### src/rtl/mem_arbiter.sv
// Two-master single-port RAM arbiter with bounded bursts.
// Grants are combinational; read returns are tagged one cycle later.
module mem_arbiter #(
  parameter int MAX_BURST = 4
) (
  input  logic        clk,
  input  logic        reset,
  input  logic [29:0] m0_addr,
  input  logic [31:0] m0_wdata,
  input  logic        m0_re,
  input  logic [3:0]  m0_we,
  output logic        m0_gnt,
  output logic        m0_rvalid,
  input  logic [29:0] m1_addr,
  input  logic [31:0] m1_wdata,
  input  logic        m1_re,
  input  logic [3:0]  m1_we,
  output logic        m1_gnt,
  output logic        m1_rvalid,
  output logic [31:0] rdata,
  output logic [29:0] ram_addr,
  output logic [31:0] ram_wdata,
  output logic        ram_re,
  output logic [3:0]  ram_we,
  input  logic [31:0] ram_rdata
);

  localparam logic [3:0] LP_MAX = 4'(MAX_BURST);

  logic       w_req0;
  logic       w_req1;
  logic       w_keep;
  logic       w_pick1;
  logic       w_gnt0;
  logic       w_gnt1;
  logic       w_last_nxt;
  logic [3:0] w_cnt_nxt;
  logic       r_last;
  logic [3:0] r_cnt;
  logic [1:0] r_rtag;

  assign w_req0 = m0_re | (|m0_we);
  assign w_req1 = m1_re | (|m1_we);

  // On a tie, stay with last only mid-burst; an idle gap hands over.
  assign w_keep  = (r_cnt != 4'd0) && (r_cnt < LP_MAX);
  assign w_pick1 = w_keep ? r_last : ~r_last;

  always_comb begin
    w_gnt0 = 1'b0;
    w_gnt1 = 1'b0;
    if (reset) begin
      unique case ({w_req1, w_req0})
        2'b01: w_gnt0 = 1'b1;
        2'b10: w_gnt1 = 1'b1;
        2'b11: begin
          w_gnt1 = w_pick1;
          w_gnt0 = ~w_pick1;
        end
        default: ;
      endcase
    end
  end

  always_comb begin
    w_last_nxt = r_last;
    w_cnt_nxt  = 4'd0;
    if (w_gnt0 | w_gnt1) begin
      w_last_nxt = w_gnt1;
      if (w_gnt1 == r_last)
        w_cnt_nxt = (r_cnt < LP_MAX) ? r_cnt + 4'd1 : r_cnt;
      else
        w_cnt_nxt = 4'd1;
    end
  end

  always_ff @(posedge clk or negedge reset) begin
    if (!reset) begin
      r_last <= 1'b1;
      r_cnt  <= 4'd0;
      r_rtag <= 2'b00;
    end else begin
      r_last <= w_last_nxt;
      r_cnt  <= w_cnt_nxt;
      r_rtag <= {w_gnt1 & m1_re, w_gnt0 & m0_re};
    end
  end

  assign m0_gnt    = w_gnt0;
  assign m1_gnt    = w_gnt1;
  assign m0_rvalid = r_rtag[0] & reset;
  assign m1_rvalid = r_rtag[1] & reset;
  assign rdata     = ram_rdata;

  assign ram_addr  = w_gnt1 ? m1_addr : m0_addr;
  assign ram_wdata = w_gnt1 ? m1_wdata : m0_wdata;
  assign ram_re    = (w_gnt0 & m0_re) | (w_gnt1 & m1_re);
  assign ram_we    = ({4{w_gnt0}} & m0_we) | ({4{w_gnt1}} & m1_we);

endmodule

### config.mk
export PLATFORM = sky130hd
export DESIGN_NAME = mem_arbiter
export DESIGN_NICKNAME = d
export VERILOG_FILES = /design/src/rtl/mem_arbiter.sv
export SDC_FILE = /design/constraint.sdc
export NUM_CORES = 1
export LEC_CHECK = 0
export CORE_AREA = 2 2 105 107
export CTS_CLUSTER_DIAMETER = 60
export DETAILED_ROUTE_END_ITERATION = 8
export DIE_AREA = 0 0 107 109
export GPL_ROUTABILITY_DRIVEN = 1
export PLACE_DENSITY = 0.62
export SLEW_MARGIN = 5
export SYNTH_ARGS = -nofsm -noshare
export SYNTH_HDL_FRONTEND = slang
export SYNTH_SLANG_ARGS = --single-unit
### constraint.sdc
create_clock -name clk -period 2.5 [get_ports clk]
set_input_delay 0.375 -clock clk [delete_from_list [all_inputs] [get_ports clk]]
set_output_delay 0.375 -clock clk [all_outputs]
set_load 0.05 [all_outputs]
==> summary.md <==
| Metric | Value |
|---|---|
| Layout Skew | 0.00187 ns |
| Pleak | around 2 nW |
| Via count | approximately 2100 |
| Post-layout util | about two fifths |
| Main area contributors after synthesis | mux2_4 50%, buf_4 14%, dfrtp_1 8.5%, buf_6 4.5%, a21oi_1 2.3% |
| Post-synth ARST share | 100% |
| Crit path kind | register to primary output |
| Gp weighted congestion | ~0.84 |
| Routed Antenna Nets | 0 |
| Vias per cell | between 4 and 5 |
| Max-cap violations | 0 |
| CTS Buf Count | 3 |
| Initial antenna violation count | 0 |
| Total design power | between 4 and 5 mW |
| Max Freq | approximately 360 MHz |
| YS warnings | 0 |
| TritonRoute pass-1 iters | 4 |
| Full die area | 11700 um2 |
| Starting Density | between 10% and 20% |
| Post-Synthesis Cells | 164 |
| First-pass GRT wire length | between 10000 and 15000 um |
| Number of remaining DRC errors | 0 |
| Max VDD drop | ~0.57 mV |
| Top FF cell, synth | dfrtp_1 |
| Reg2Reg Setup Slack | approximately 0.62 ns |
| Core area | ~11000 um2 |
| Post-DR wirelength/cell | roughly 18 um |
| DP HPWL | ~7000 um |
| Layout area overhead | 151% |
| Post-Layout Inst Area | about 4400 um2 |
| Crit. End Element | primary output |
| RSZ-0062 raised after global routing | yes |
| Die span in y | ~110 um |
| Period utilization | 110% |
| Net switching power | roughly 2 mW |
| Critical path peak fanout | 7 |
| PortBufs | ~210 |
| Cell area after synthesis | 1760 um2 |
| Pint | between 2 and 2.5 mW |
| Min Tclk post-route | between 2 and 3 ns |
| Post-synth EDFFs | 0 |
| Sequential power share | under 10% |
| Clk buf depth | 2 |
| H-tree depth | 1 |
| Die width | ~110 um |
| Setup WS post-layout | -0.261 ns |
| Final #Nets | around 540 |
| Largest net degree at the start of global routing | 21 |
| Worst slew pin tran | around 0.29 ns |
| CTS root buf | clkbuf_8 |
| Status | finished, violations left |
| Worst hold path class | input port to asynchronous set/reset pin |
| Crit path DAT | around 2.4 ns |
| Num Clock Sinks | 7 |
| Vias in the first global route | about 2200 |
| I/O Pins | ~270 |
| Logic pwr share | between 90 and 100% |
| Most area-hungry cell type in the Yosys netlist | mux2_4 |
| Cell Pwr Density | about 930 nW/um2 |
| Final Hold Vio Count | 0 |
| Yosys reg bits | 7 |
| Clock Power Share | under 10% |
| Post-synth cell types | 32 |
| Std-Cell Rows | 38 |
| Final Setup Violations | between 60 and 70 |
| Worst-path clk slew | around 0.040 ns |
| DP Area | 3790 um2 |
| FILL cells | between 900 and 1000 |
| Layout cells sized above 1 | 52.2% |
| Seq/Total Area, Yosys | about 10% |
| Syn Area/Cell | ~11 um2 |
| Worst EP required | around 2.1 ns |
| Final Max Slew Viols | 0 |
| Final setup TNS | -13.22 ns |
| WL final | approximately 9300 um |
| Reg area | between 150 and 200 um2 |
| Tot GR Track Use | between 10 and 15% |
| Multi-input gate area | ~1300 um2 |
| CTS tree | built |
| Grt total ovfl | 0 |
| Syn_nets | about 330 |
| CP Launch Type | register |
| Failing checks | setup timing |
| Slew HR | approximately 80% |
| DR iter-0 viols | 70 |
| Synth top area share | approximately 50% |
| Sw Ratio | slightly below 50% |
| Worst-Skew Late Latency | approximately 0.22 ns |
| Hold buffer count at cts | 0 |
| Antenna cells | 0 |
[per-layer routing]
| layer | track usage [%] | share of wire (%) | vias up |
|---|---|---|---|
| li1 | - | - | 970 |
| met1 | 19.4 | 42 | 971 |
| met2 | 22.7 | 47 | 129 |
| met3 | 5.44 | 10 | 4 |
| met4 | 1.95 | 0.66 | 0 |
| met5 | 0 | 0 | - |
[cell usage in the layout (no fill, tap or decap), types with 3 or more instances in the layout]
cell type        count
mux2_4              62
a21oi_1              5
nor2_2               4
clkdlybuf4s50_1    127
o21ai_0              3
buf_8                7
inv_1                5
dfrtp_1              5
buf_6               58
buf_16               5
a21oi_2              3
and3_1               4
clkbuf_2             3
buf_12               9
dlygate4sd2_1        3
buf_4               22
clkbuf_8             3
nor2_1               5
clkbuf_16            4
[Yosys cell counts, types with 2 or more instances]
| library cell | number |
|---|---|
| a21oi_1 | 8 |
| and2_1 | 2 |
| and3_1 | 4 |
| inv_1 | 5 |
| nand2_1 | 2 |
| o21ai_0 | 6 |
| buf_4 | 32 |
| dfrtp_1 | 6 |
| mux2_1 | 3 |
| buf_6 | 7 |
| mux2_4 | 59 |
| nor2_1 | 9 |
| ha_1 | 2 |
[repair_timing]
item / in CTS / in global routing
pin swaps: 9 / 10
gates resized for setup: 91 / 26
endpoints found under the setup margin: 69 / 68
buffers inserted: 7 / 3
cloned: 5 / 1
[power groups by stage]
stage	sequential [mW]	clock, mW	combinational, mW
finish	0.162	0.154	3.79
global route	0.166	0.171	3.93
CTS	0.161	0.160	3.70
detailed placement	0.162	0	3.10
global placement	0.161	0	3.10
floorplan	0.167	0	2.25
[critical path: stages (launching register included)]
cell	delay, ns
dfrtp_2	0.45
or4_4	0.56
a22o_4	0.23
nor2b_4	0.15
buf_12	0.16
buf_12	0.14
mux2_4	0.31
buf_8	0.15
[path summary, 6_finish.rpt]
kind | from | endpoint | cells after the start
setup / recovery | r_cnt[2] | ram_addr[22] | 7
hold / removal | reset | r_cnt[1] | 2
setup reg to reg | r_cnt[2] | r_cnt[2] | 5
hold reg to reg | r_cnt[2] | r_cnt[2] | 2
max in group asynchronous | reset | r_last | 2
min in group clk | r_cnt[2] | r_cnt[2] | 2
[per-stage QoR]
| stage | hold slack [ns] | cells | setup slack (ns) |
|---|---|---|---|
| after floorplan | 0.0794 | 164 | 0.00600 |
| after global placement | 0.581 | 490 | -0.344 |
| after detailed placement | 0.585 | 490 | -0.391 |
| after CTS | 0.576 | 505 | -0.332 |
| after global routing | 0.597 | 508 | -0.327 |
| final | 0.573 | 508 | -0.261 |
[sequential cells by signal, summed over array words and instances (netlist names)]
name / cells
r_cnt: 4
r_last: 1
r_rtag: 2
[area by class of cell]
cell class	instances	share of cell area [%]
clock buffers	4	1.02
inverters	5	0.425
multi-input cells	112	29.9
flip-flops and latches	7	4.03
well taps	140	3.97
repair buffers	240	60.7
[kinds of logic (layout without fill, tap and decap cells)]
kind of cell    count (synthesis)  after routing  synth area share (%)
mux                            62             62                  52.4
buf+inv                        45            249                  19.4
simple gates                   25             25                  8.05
compound gates                 22             22                  8.19
flops                           7              7                  10.0
fa+ha+maj                       2              2                  1.42
xor+xnor                        1              1                 0.499
Power figures use the tool's default switching activity.
==> variant, RTL diff (same settings) <==
Make the reset (`reset`) synchronous in one clocked block.
--- a/src/rtl/mem_arbiter.sv
+++ b/src/rtl/mem_arbiter.sv
@@ -74,7 +74,7 @@
     end
   end
 
-  always_ff @(posedge clk or negedge reset) begin
+  always_ff @(posedge clk) begin
     if (!reset) begin
       r_last <= 1'b1;
       r_cnt  <= 4'd0;
Function: no difference found for any inputs over 10 cycles, from zero or initial values and one cycle with reset low; that may be too few to reach the edited logic, so the function may still have changed.
==> variant against the unedited design <==
Wire length shrank 8.4%; area after synthesis grew 3.7%; die area is the same; count of clock-buffer cells in the layout is the same; largest power group unchanged; worst setup slack gained 0.0011 ns; synthesized cell count grew 3.7%; critical path type unchanged; cell count grew 0.98%; total power shrank 36%; sequential cell count is the same; final area grew 9.9%; the flow still finishes with violations (negative setup slack); first-iteration DRC count shrank 2.9%; clock power grew 7%.
==> variant: results (changes against the unedited design) <==
| Metric | Value |
|---|---|
| Routability Congestion | 0.7516 (-11%) |
| Gr usage total | 13.09% (-1.4 points) |
| Share of layout cells above drive strength 1 | 51.47% (-0.70 points) |
| Worst hold slack | 0.5211 ns (-0.05192 ns) |
| Power share of the combinational group | 88.8% (-3.5 points) |
| Syn_nets | 340 (+1.8%) |
| Met2 Usage GRT | 21.57% (-1.1 points) |
| Clk pwr | 165 uW (+7%) |
| DRT iter0 DRCs | 68 (-2.9%) |
| # Post-CTS Setup Buffers | 3 (-4) |
| Hold/Removal Path Class | input port to flop |
| Final WS setup | -0.2599 ns (+0.001115 ns) |
| Reg2Reg Depth | 7 (+2) |
| Synth area leaders | mux2_4 (49%), buf_4 (13%), buf_12 (7.7%) |
| Post-layout nets | 544 (+0.93%) |
| Unique masters post-synth | 31 (-3.1%) |
| Ys flop type | dfxtp_1 |
| Final Skew | 0.003710 ns (+0.001842 ns) |
| Reg-to-reg startpoint | r_cnt[0]$_SDFFE_PN0P_ |
| R2R Setup Slk | 0.77 ns (+0.15 ns) |
| Met1 Resource Use GR | 16.14% (-3.2 points) |
| Outcome | finished with violations |
| Setup tns final | -13.81 ns (-0.5948 ns) |
| Global routing usage on met3 | 5.619% (+0.18 points) |
| Failing checks | negative setup slack |
| Via count | 2096 (+1.1%) |
| Largest net degree at the start of global routing | 13 (-38%) |
| Final setup vio count | 62 (-1.6%) |
| Wirelength per Cell | 16.58 um (-9.3%) |
| RR Endpoint | r_rtag[1]$_SDFF_PN0_ |
| IR drop worst, VDD | 0.2410 mV (-58%) |
| Detail Placement HPWL | 6864 um (-1.6%) |
| Post-synthesis sequential area ratio | 7.692% (-2.4 points) |
| Met2 wire len | 4010 um (-7.8%) |
| Internal power | 1507 uW (-28%) |
| Cell Area, Placed | 4522 sq um (+19%) |
| Met3 wire len | 963 um (+0.31%) |
| Commonest cells in the netlist | mux2_4 (59), buf_4 (32), nor2_1 (9) |
| Fill cells | 958 (-3.5%) |
| Fraction of registers with async set/reset | 0% (-100 points) |
-- variant: kinds of logic after synthesis --
group,after synthesis,synth area share [%]
muxes,63,51.03
buffers and inverters,45,22.12
and+or+nand+nor,30,9.615
AOI/OAI and AO/OA,22,7.693
DFF,7,7.692
adders and majority gates,2,1.373
xor gates and xnor gates,1,0.4809
-- variant: worst max path at each step --
stage | start | cells past startpoint | slack, ns | endpoint
2_1_floorplan | r_cnt[0]$_SDFFE_PN0P_ | 8 | 0.03 | ram_wdata[22]
3_3_place_gp | m1_we[1] | 7 | -0.43 | ram_addr[0]
3_5_place_dp | m1_we[1] | 7 | -0.47 | ram_addr[0]
4_1_cts | r_cnt[0]$_SDFFE_PN0P_ | 9 | -0.31 | ram_addr[8]
5_1_grt | r_cnt[0]$_SDFFE_PN0P_ | 9 | -0.32 | ram_addr[8]
6_report | r_cnt[0]$_SDFFE_PN0P_ | 9 | -0.26 | ram_wdata[7]
-- variant: per-stage QoR --
step	util, %	setup slack (ns)	std cells	power, uW
detailed placement	42.65	-0.4744	498	2295
CTS	44.95	-0.3060	509	2606
floorplan	-	0.02823	170	1447
global route	45.74	-0.3188	513	2728
global placement	42.65	-0.4342	498	2282
finish	45.74	-0.2599	513	2630
-- variant: tightest hold or removal path, cell delays in order --
cell	delay (ns)
clkbuf_2	0.10
buf_4	0.11
and3_1	0.13
-- variant: final cells by class --
| class | instances | area (sq um) | share of cell area [%] |
|---|---|---|---|
| multi-input combinational | 118 | 1350 | 27.84 |
| timing repair buffer | 239 | 3118 | 64.29 |
| sequential | 7 | 142.6 | 2.941 |
| inverter | 5 | 18.77 | 0.3870 |
| clock buffer | 4 | 45.04 | 0.9288 |
| tap | 140 | 175.2 | 3.612 |
